File: src/rtl/dram_pkg.sv
// Shared types and default DDR timing for the DRAM command scheduler.
// Timing values are in controller clock cycles.
package dram_pkg;

    typedef enum logic [1:0] {
        CMD_PRE = 2'd0,
        CMD_ACT = 2'd1,
        CMD_RD  = 2'd2,
        CMD_WR  = 2'd3
    } cmd_e;

    typedef enum logic [1:0] {
        OP_READ   = 2'd0,
        OP_WRITE  = 2'd1,
        OP_IFETCH = 2'd2,
        OP_RSVD   = 2'd3
    } op_e;

    typedef enum logic [2:0] {
        ST_IDLE,
        ST_ISSUE_PRE,
        ST_ISSUE_ACT,
        ST_ISSUE_COL,
        ST_DATA_WAIT
    } state_e;

    typedef struct packed {
        op_e         op;
        logic [1:0]  bg;
        logic [1:0]  bank;
        logic [14:0] row;
        logic [7:0]  col;
    } req_t;

    localparam int unsigned DEF_T_RP    = 24;
    localparam int unsigned DEF_T_RCD   = 24;
    localparam int unsigned DEF_T_CAS   = 24;
    localparam int unsigned DEF_T_CWL   = 20;
    localparam int unsigned DEF_T_BURST = 4;
    localparam int unsigned DEF_T_RAS   = 52;
    localparam int unsigned DEF_T_RTP   = 12;
    localparam int unsigned DEF_T_WR    = 20;

    localparam logic [7:0] ELAPSED_MAX = 8'd255;

    function automatic logic [7:0] sat_inc(input logic [7:0] v);
        return (v == ELAPSED_MAX) ? v : v + 8'd1;
    endfunction

    function automatic logic elapsed_ge(input logic [7:0] elapsed, input int unsigned t);
        return {24'd0, elapsed} >= t;
    endfunction

endpackage

File: src/rtl/dram_bank_tracker.sv
// One bank's open-row state plus saturating elapsed-cycle counters since
// its last PRE, ACT, RD and WR.
module dram_bank_tracker
    import dram_pkg::*;
(
    input  logic        clk,
    input  logic        rst,
    input  logic        cmd_hit,
    input  logic [1:0]  cmd_type,
    input  logic [14:0] cmd_row,
    output logic        is_open,
    output logic [14:0] open_row,
    output logic [7:0]  since_pre,
    output logic [7:0]  since_act,
    output logic [7:0]  since_rd,
    output logic [7:0]  since_wr
);

    logic hit_pre, hit_act, hit_rd, hit_wr;

    assign hit_pre = cmd_hit && (cmd_type == CMD_PRE);
    assign hit_act = cmd_hit && (cmd_type == CMD_ACT);
    assign hit_rd  = cmd_hit && (cmd_type == CMD_RD);
    assign hit_wr  = cmd_hit && (cmd_type == CMD_WR);

    // A counter reads 1 in the cycle after its command commits.
    always_ff @(posedge clk or posedge rst) begin
        if (rst) begin
            is_open   <= 1'b0;
            open_row  <= '0;
            since_pre <= ELAPSED_MAX;
            since_act <= ELAPSED_MAX;
            since_rd  <= ELAPSED_MAX;
            since_wr  <= ELAPSED_MAX;
        end else begin
            since_pre <= hit_pre ? 8'd1 : sat_inc(since_pre);
            since_act <= hit_act ? 8'd1 : sat_inc(since_act);
            since_rd  <= hit_rd  ? 8'd1 : sat_inc(since_rd);
            since_wr  <= hit_wr  ? 8'd1 : sat_inc(since_wr);
            if (hit_pre) begin
                is_open <= 1'b0;
            end
            if (hit_act) begin
                is_open  <= 1'b1;
                open_row <= cmd_row;
            end
        end
    end

endmodule

File: src/rtl/dram_cmd_scheduler.sv
// Serialized open-page DRAM command scheduler: accepts one request at a time
// and issues timing-legal PRE/ACT/RD/WR for it across 16 banks.
module dram_cmd_scheduler
    import dram_pkg::*;
#(
    parameter int unsigned T_RP    = DEF_T_RP,
    parameter int unsigned T_RCD   = DEF_T_RCD,
    parameter int unsigned T_CAS   = DEF_T_CAS,
    parameter int unsigned T_CWL   = DEF_T_CWL,
    parameter int unsigned T_BURST = DEF_T_BURST,
    parameter int unsigned T_RAS   = DEF_T_RAS,
    parameter int unsigned T_RTP   = DEF_T_RTP,
    parameter int unsigned T_WR    = DEF_T_WR
) (
    input  logic        clk,
    input  logic        rst,
    input  logic        req_valid,
    output logic        req_ready,
    input  logic [1:0]  req_op,
    input  logic [1:0]  req_bg,
    input  logic [1:0]  req_bank,
    input  logic [14:0] req_row,
    input  logic [7:0]  req_col,
    output logic        cmd_valid,
    output logic [1:0]  cmd_type,
    output logic [1:0]  cmd_bg,
    output logic [1:0]  cmd_bank,
    output logic [14:0] cmd_row,
    output logic [7:0]  cmd_col,
    output logic        req_done,
    output logic        busy
);

    localparam int unsigned WR_TO_PRE = T_CWL + T_BURST + T_WR;
    // The issue cycle itself counts toward the data wait.
    localparam int unsigned RD_WAIT   = T_CAS + T_BURST - 1;
    localparam int unsigned WR_WAIT   = T_CWL + T_BURST - 1;

    state_e     state_q, state_d;
    req_t       req_q, req_d;
    logic [7:0] cnt_q, cnt_d;
    logic       issue;
    cmd_e       issue_type;
    logic       done_d;
    logic [3:0] in_idx, cur_idx;

    logic        bank_open [16];
    logic [14:0] bank_row  [16];
    logic [7:0]  since_pre [16];
    logic [7:0]  since_act [16];
    logic [7:0]  since_rd  [16];
    logic [7:0]  since_wr  [16];

    assign in_idx  = {req_bg, req_bank};
    assign cur_idx = {req_q.bg, req_q.bank};

    for (genvar i = 0; i < 16; i++) begin : g_bank
        dram_bank_tracker u_trk (
            .clk       (clk),
            .rst       (rst),
            .cmd_hit   (issue && (cur_idx == 4'(i))),
            .cmd_type  (issue_type),
            .cmd_row   (req_q.row),
            .is_open   (bank_open[i]),
            .open_row  (bank_row[i]),
            .since_pre (since_pre[i]),
            .since_act (since_act[i]),
            .since_rd  (since_rd[i]),
            .since_wr  (since_wr[i])
        );
    end

    assign req_ready = (state_q == ST_IDLE);
    assign busy      = ~req_ready;

    always_comb begin
        state_d    = state_q;
        req_d      = req_q;
        cnt_d      = cnt_q;
        issue      = 1'b0;
        issue_type = CMD_PRE;
        done_d     = 1'b0;
        unique case (state_q)
            ST_IDLE: begin
                if (req_valid) begin
                    req_d = '{op: op_e'(req_op), bg: req_bg, bank: req_bank,
                              row: req_row, col: req_col};
                    if (op_e'(req_op) == OP_RSVD) begin
                        state_d = ST_DATA_WAIT;
                        cnt_d   = 8'd1;
                    end else if (!bank_open[in_idx]) begin
                        state_d = ST_ISSUE_ACT;
                    end else if (bank_row[in_idx] == req_row) begin
                        state_d = ST_ISSUE_COL;
                    end else begin
                        state_d = ST_ISSUE_PRE;
                    end
                end
            end
            ST_ISSUE_PRE: begin
                if (elapsed_ge(since_act[cur_idx], T_RAS) &&
                    elapsed_ge(since_rd[cur_idx], T_RTP) &&
                    elapsed_ge(since_wr[cur_idx], WR_TO_PRE)) begin
                    issue      = 1'b1;
                    issue_type = CMD_PRE;
                    state_d    = ST_ISSUE_ACT;
                end
            end
            ST_ISSUE_ACT: begin
                // A never-precharged or reset bank holds 255 here, so it passes at once.
                if (elapsed_ge(since_pre[cur_idx], T_RP)) begin
                    issue      = 1'b1;
                    issue_type = CMD_ACT;
                    state_d    = ST_ISSUE_COL;
                end
            end
            ST_ISSUE_COL: begin
                if (elapsed_ge(since_act[cur_idx], T_RCD)) begin
                    issue   = 1'b1;
                    state_d = ST_DATA_WAIT;
                    if (req_q.op == OP_WRITE) begin
                        issue_type = CMD_WR;
                        cnt_d      = 8'(WR_WAIT);
                    end else begin
                        issue_type = CMD_RD;
                        cnt_d      = 8'(RD_WAIT);
                    end
                end
            end
            ST_DATA_WAIT: begin
                cnt_d = cnt_q - 8'd1;
                if (cnt_q == 8'd1) begin
                    done_d  = 1'b1;
                    state_d = ST_IDLE;
                end
            end
            default: state_d = ST_IDLE;
        endcase
    end

    always_ff @(posedge clk or posedge rst) begin
        if (rst) begin
            state_q   <= ST_IDLE;
            req_q     <= '0;
            cnt_q     <= '0;
            cmd_valid <= 1'b0;
            cmd_type  <= '0;
            cmd_bg    <= '0;
            cmd_bank  <= '0;
            cmd_row   <= '0;
            cmd_col   <= '0;
            req_done  <= 1'b0;
        end else begin
            state_q   <= state_d;
            req_q     <= req_d;
            cnt_q     <= cnt_d;
            cmd_valid <= issue;
            req_done  <= done_d;
            if (issue) begin
                cmd_type <= issue_type;
                cmd_bg   <= req_q.bg;
                cmd_bank <= req_q.bank;
                cmd_row  <= req_q.row;
                cmd_col  <= req_q.col;
            end else begin
                cmd_type <= '0;
                cmd_bg   <= '0;
                cmd_bank <= '0;
                cmd_row  <= '0;
                cmd_col  <= '0;
            end
        end
    end

endmodule

File: config.mk
export PLATFORM = sky130hd
export DESIGN_NAME = dram_cmd_scheduler
export DESIGN_NICKNAME = d
export VERILOG_FILES = /design/src/rtl/dram_pkg.sv /design/src/rtl/dram_bank_tracker.sv /design/src/rtl/dram_cmd_scheduler.sv
export SDC_FILE = /design/constraint.sdc
export NUM_CORES = 2
export LEC_CHECK = 0
export BUFFER_PORTS_ARGS = -buffer_cell sky130_fd_sc_hd__buf_2
export CORE_AREA = 2 2 280 310
export DETAILED_ROUTE_END_ITERATION = 7
export DIE_AREA = 0 0 282 312
export PLACE_DENSITY = 0.65
export RECOVER_POWER = 50
export SYNTH_ARGS = -nofsm -noshare
export SYNTH_HDL_FRONTEND = slang
export SYNTH_SLANG_ARGS = --single-unit
File: constraint.sdc
create_clock -name clk -period 31.1 [get_ports clk]
set_clock_uncertainty 0.05 [all_clocks]
set_input_delay 6.22 -clock clk [delete_from_list [all_inputs] [get_ports clk]]
set_output_delay 6.22 -clock clk [all_outputs]
set_load 0.02 [all_outputs]
==> results by group <==
Power
  • Power density cells: 101 mW/mm2
  • IR Drop Worst-Case VDD: 51.9 uV
  • Total power of the final layout: approximately 4.7 mW
  • Leak: 20.1 nW

Synth
  • Cells taking the most area after synthesis: sky130_fd_sc_hd__dfstp_2, sky130_fd_sc_hd__dfrtp_1, sky130_fd_sc_hd__mux4_2
  • Mean instance size in the synthesized netlist: 10.9 um2
  • Number of synthesized flops with an enable pin: 0
  • Cell area after synthesis: 0.0421 mm2
  • Cells after Synth: 3,844
  • FF+latch count, synth: ~840
  • Proportion of netlist area held by the largest area contributor: 32.0%
  • Share of synthesized registers carrying an async set or reset: 100%
  • Post-synth top flop: sky130_fd_sc_hd__dfstp_2
  • Synth warnings: 0
  • Register area share after synthesis: 51.4%
  • Area leader, netlist: sky130_fd_sc_hd__dfstp_2
  • Cell variety after synth: 67
  • Syn Nets: 3,942

Global route
  • Global route total overflow: 0
  • Wire length of the first global-routing pass: ~160,000 um
  • Initial antenna violation count: 7
  • Total Routing Usage GR: 22.2%
  • Vias in the first global route: approximately 28k
  • Largest net degree at the start of global routing: roughly 180

Finish
  • Most common cell after layout, fill and taps aside: sky130_fd_sc_hd__nor2_1
  • Signed area change from the synthesized netlist to the final layout: 9.41%
  • Commonest cells after routing, fill and taps aside: sky130_fd_sc_hd__nor2_1, sky130_fd_sc_hd__dfstp_2, sky130_fd_sc_hd__dfrtp_1
  • Net count of the finished layout: 3,962
  • Summed area of non-filler cells in the final layout: 0.0460 mm2
  • Utilization of the core after routing: 54.5%
  • Layout cells sized above 1: between 20% and 30%

Placed design
  • Number of buffer cells added on primary ports: 64
  • Instance area after placement: 0.0434 mm2
  • Post-Place Setup Slack: 21,080 ps
  • HPWL after detailed placement: ~62,000 um
  • RD Place Congestion: 0.831

Timing
  • Tmin final: 11,430 ps
  • Unrepaired setup endpoints after global routing: no
  • Worst rel slew slack: -251%
  • Final worst path period share: 36.7%
  • Number of pins exceeding their max-slew limit in the final report: 308
  • Endpoints failing hold: 0
  • # setup viols final: 0
  • Crit path setup slack, layout: between 15,000 and 20,000 ps
  • Final sum of negative setup slack: 0 ps
  • Fmax: 87.5 MHz
  • Actual slew at the worst max-slew pin: 5240 ps

Clocking
  • Maximum buffer depth of the clock tree: 3
  • H-Tree Depth: 3
  • Count of buffers added by post-CTS timing repair for setup: 0
  • Clock latency at the later pin of the worst-skew pair: approximately 700 ps
  • Clock-pin slew reported for the worst setup and hold paths after clock tree synthesis: 60 ps
  • TritonCTS clock tree: built
  • Number of gates resized after cts: 0
  • Number of buffers created by CTS: 87
  • Hold Buf Count CTS: 0
  • Total clock sinks: approximately 840
  • Root buffer cell: sky130_fd_sc_hd__clkbuf_16

Detailed routing
  • Average wire length per cell after detail routing: 18.9 um
  • Remaining design rule violation count: 0
  • Initial detailed-routing violation count: 1,918
  • Total wire length: 96,000 um
  • DRT antenna net count: 0
  • Detailed Routing Iterations Pass 1: 5
  • Vias after detailed routing: between 20k and 30k
  • Mean number of vias per cell: between 5 and 6

Setup path
  • Reg-to-reg endpoint: g_bank[7].u_trk.since_rd[0]
  • Arrival @ worst endpoint: roughly 12,000 ps
  • Minimum setup slack among reg-to-reg paths: about 21,000 ps
  • Startpoint types: input pin
  • Sort of element at the end of the critical path: async pin
  • R2r worst-path depth: 10
  • R2R Path Start: cur_idx[0]
  • Critical path required time: around 32,000 ps
  • Startpoint-to-endpoint class of the critical path: in2async
  • Crit path max fanout: 119

Min path
  • Worst hold path cell count: 1
  • Worst min-delay path class: reg2reg
  • Worst min-delay path startpoint: req_q[2]
  • WHS Endpoint: cmd_col[2]

Status
  • Result of the run: finished with violations
  • Violations in the final reports: capacitance limit, slew limit

Run
  • Max capacitance violation total: 8

Die
  • Num ports: between 60 and 70
  • Std-Cell Core Area: 0.0845 mm2
  • Die span in y: 312 um
  • DIE AREA: 0.0880 mm2
  • Initial core utilization: 49.8%
  • Horiz. Die Dim: roughly 280 um
  • Row Count: 112
how the worst max path moves through the flow:
stage	startpoint	cells after the start	slack, ps	end
after floorplan	rst	1	2110	cmd_bank[0]
after global placement	req_bank[0]	10	21150	state_q[1]
after detailed placement	req_bank[0]	10	21080	state_q[1]
after CTS	req_bank[0]	10	21760	state_q[1]
after global routing	rst	5	18550	g_bank[10].u_trk.open_row[11]
final	rst	5	19670	g_bank[10].u_trk.open_row[11]
Yosys cell counts (4+ instances only):
cell type,number
sky130_fd_sc_hd__o21ai_1,11
sky130_fd_sc_hd__and3_1,136
sky130_fd_sc_hd__nand2b_1,93
sky130_fd_sc_hd__nand2_2,14
sky130_fd_sc_hd__nand3_1,262
sky130_fd_sc_hd__or4_1,7
sky130_fd_sc_hd__mux4_2,99
sky130_fd_sc_hd__a211oi_1,56
sky130_fd_sc_hd__mux2_2,76
sky130_fd_sc_hd__and4_1,12
sky130_fd_sc_hd__xnor2_1,84
sky130_fd_sc_hd__clkbuf_1,103
sky130_fd_sc_hd__buf_1,5
sky130_fd_sc_hd__mux2i_1,105
sky130_fd_sc_hd__or3_1,14
sky130_fd_sc_hd__inv_1,39
sky130_fd_sc_hd__dfrtp_1,327
sky130_fd_sc_hd__or4b_1,4
sky130_fd_sc_hd__nor3_1,120
sky130_fd_sc_hd__ha_1,66
sky130_fd_sc_hd__buf_2,36
sky130_fd_sc_hd__xor2_1,145
sky130_fd_sc_hd__dfstp_2,512
sky130_fd_sc_hd__a31oi_1,50
sky130_fd_sc_hd__a21oi_1,75
sky130_fd_sc_hd__nor4_1,19
sky130_fd_sc_hd__and2_1,82
sky130_fd_sc_hd__nand3b_1,10
sky130_fd_sc_hd__nand2_1,199
sky130_fd_sc_hd__a221oi_1,11
sky130_fd_sc_hd__nor2b_1,18
sky130_fd_sc_hd__buf_6,5
sky130_fd_sc_hd__o21ai_0,136
sky130_fd_sc_hd__mux2_1,195
sky130_fd_sc_hd__a22oi_1,7
sky130_fd_sc_hd__nor2_1,558
sky130_fd_sc_hd__buf_4,18
sky130_fd_sc_hd__nand4_1,70
sky130_fd_sc_hd__a22o_1,8
sky130_fd_sc_hd__nor3b_1,9
kinds of logic (layout without fill, tap and decap cells):
logic type               after synthesis  after routing  share of synthesized area, %
adder cells (fa/ha/maj)               66             66                          1.96
other                                  0              7                             0
flip-flops                           839            839                          51.4
AO/OA/AOI/OAI                        393            393                          5.69
multiplexers                         475            475                          15.0
buffers and inverters                206            297                          2.19
XOR/XNOR                             229            229                          4.77
AND/OR/NAND/NOR                     1636           1636                          18.9
metrics by stage:
| step | instances | hold WS, ps |
|---|---|---|
| after CTS | 5075 | 432 |
| final | 5082 | 429 |
| after global routing | 5079 | 438 |
| after floorplan | 3844 | 394 |
| after global placement | 4915 | 410 |
| after detailed placement | 4915 | 416 |
registers in the layout (all words and copies together) (netlist names):
register,flops
g_bank.u_trk.since_rd,128
g_bank.u_trk.open_row,240
state_q,3
cnt_q,8
g_bank.u_trk.is_open,16
g_bank.u_trk.since_pre,128
g_bank.u_trk.since_wr,128
cur_idx,4
cmd_bank,2
cmd_valid,1
cmd_col,8
cmd_row,15
req_q,25
cmd_bg,2
cmd_type,2
g_bank.u_trk.since_act,128
req_done,1
critical path, stage by stage:
cell and delay [ps]:
sky130_fd_sc_hd__buf_2 100, sky130_fd_sc_hd__clkinvlp_2 2910, sky130_fd_sc_hd__buf_4 970, sky130_fd_sc_hd__buf_4 750, sky130_fd_sc_hd__buf_4 840
power breakdown:
part | internal (mW) | switching (mW)
sequential | 1.75 | 0.488
combinational | 0.663 | 0.747
clock | 0.582 | 0.444
routing by layer:
layer	part of all wire, %	vias to the layer above	GRT usage [%]	routed length (um)
met5	0.023	-	0	22
met4	2.5	4	7.48	2350
met3	5.4	145	3.78	5180
met2	46	551	35.0	44600
met1	46	14442	31.2	43900
li1	-	13708	-	-
final cells by class:
type / instances / area [um2]
clock buffer: 132 / 2500
multi-input combinational: 2799 / 19500
clock inverter: 28 / 278
inverter: 39 / 148
antenna: 7 / 17.5
tap: 1140 / 1430
fill: 7325 / 38500
timing repair buffer: 98 / 556
sequential: 839 / 21600
No activity file was read; power rests on OpenSTA's default activity.
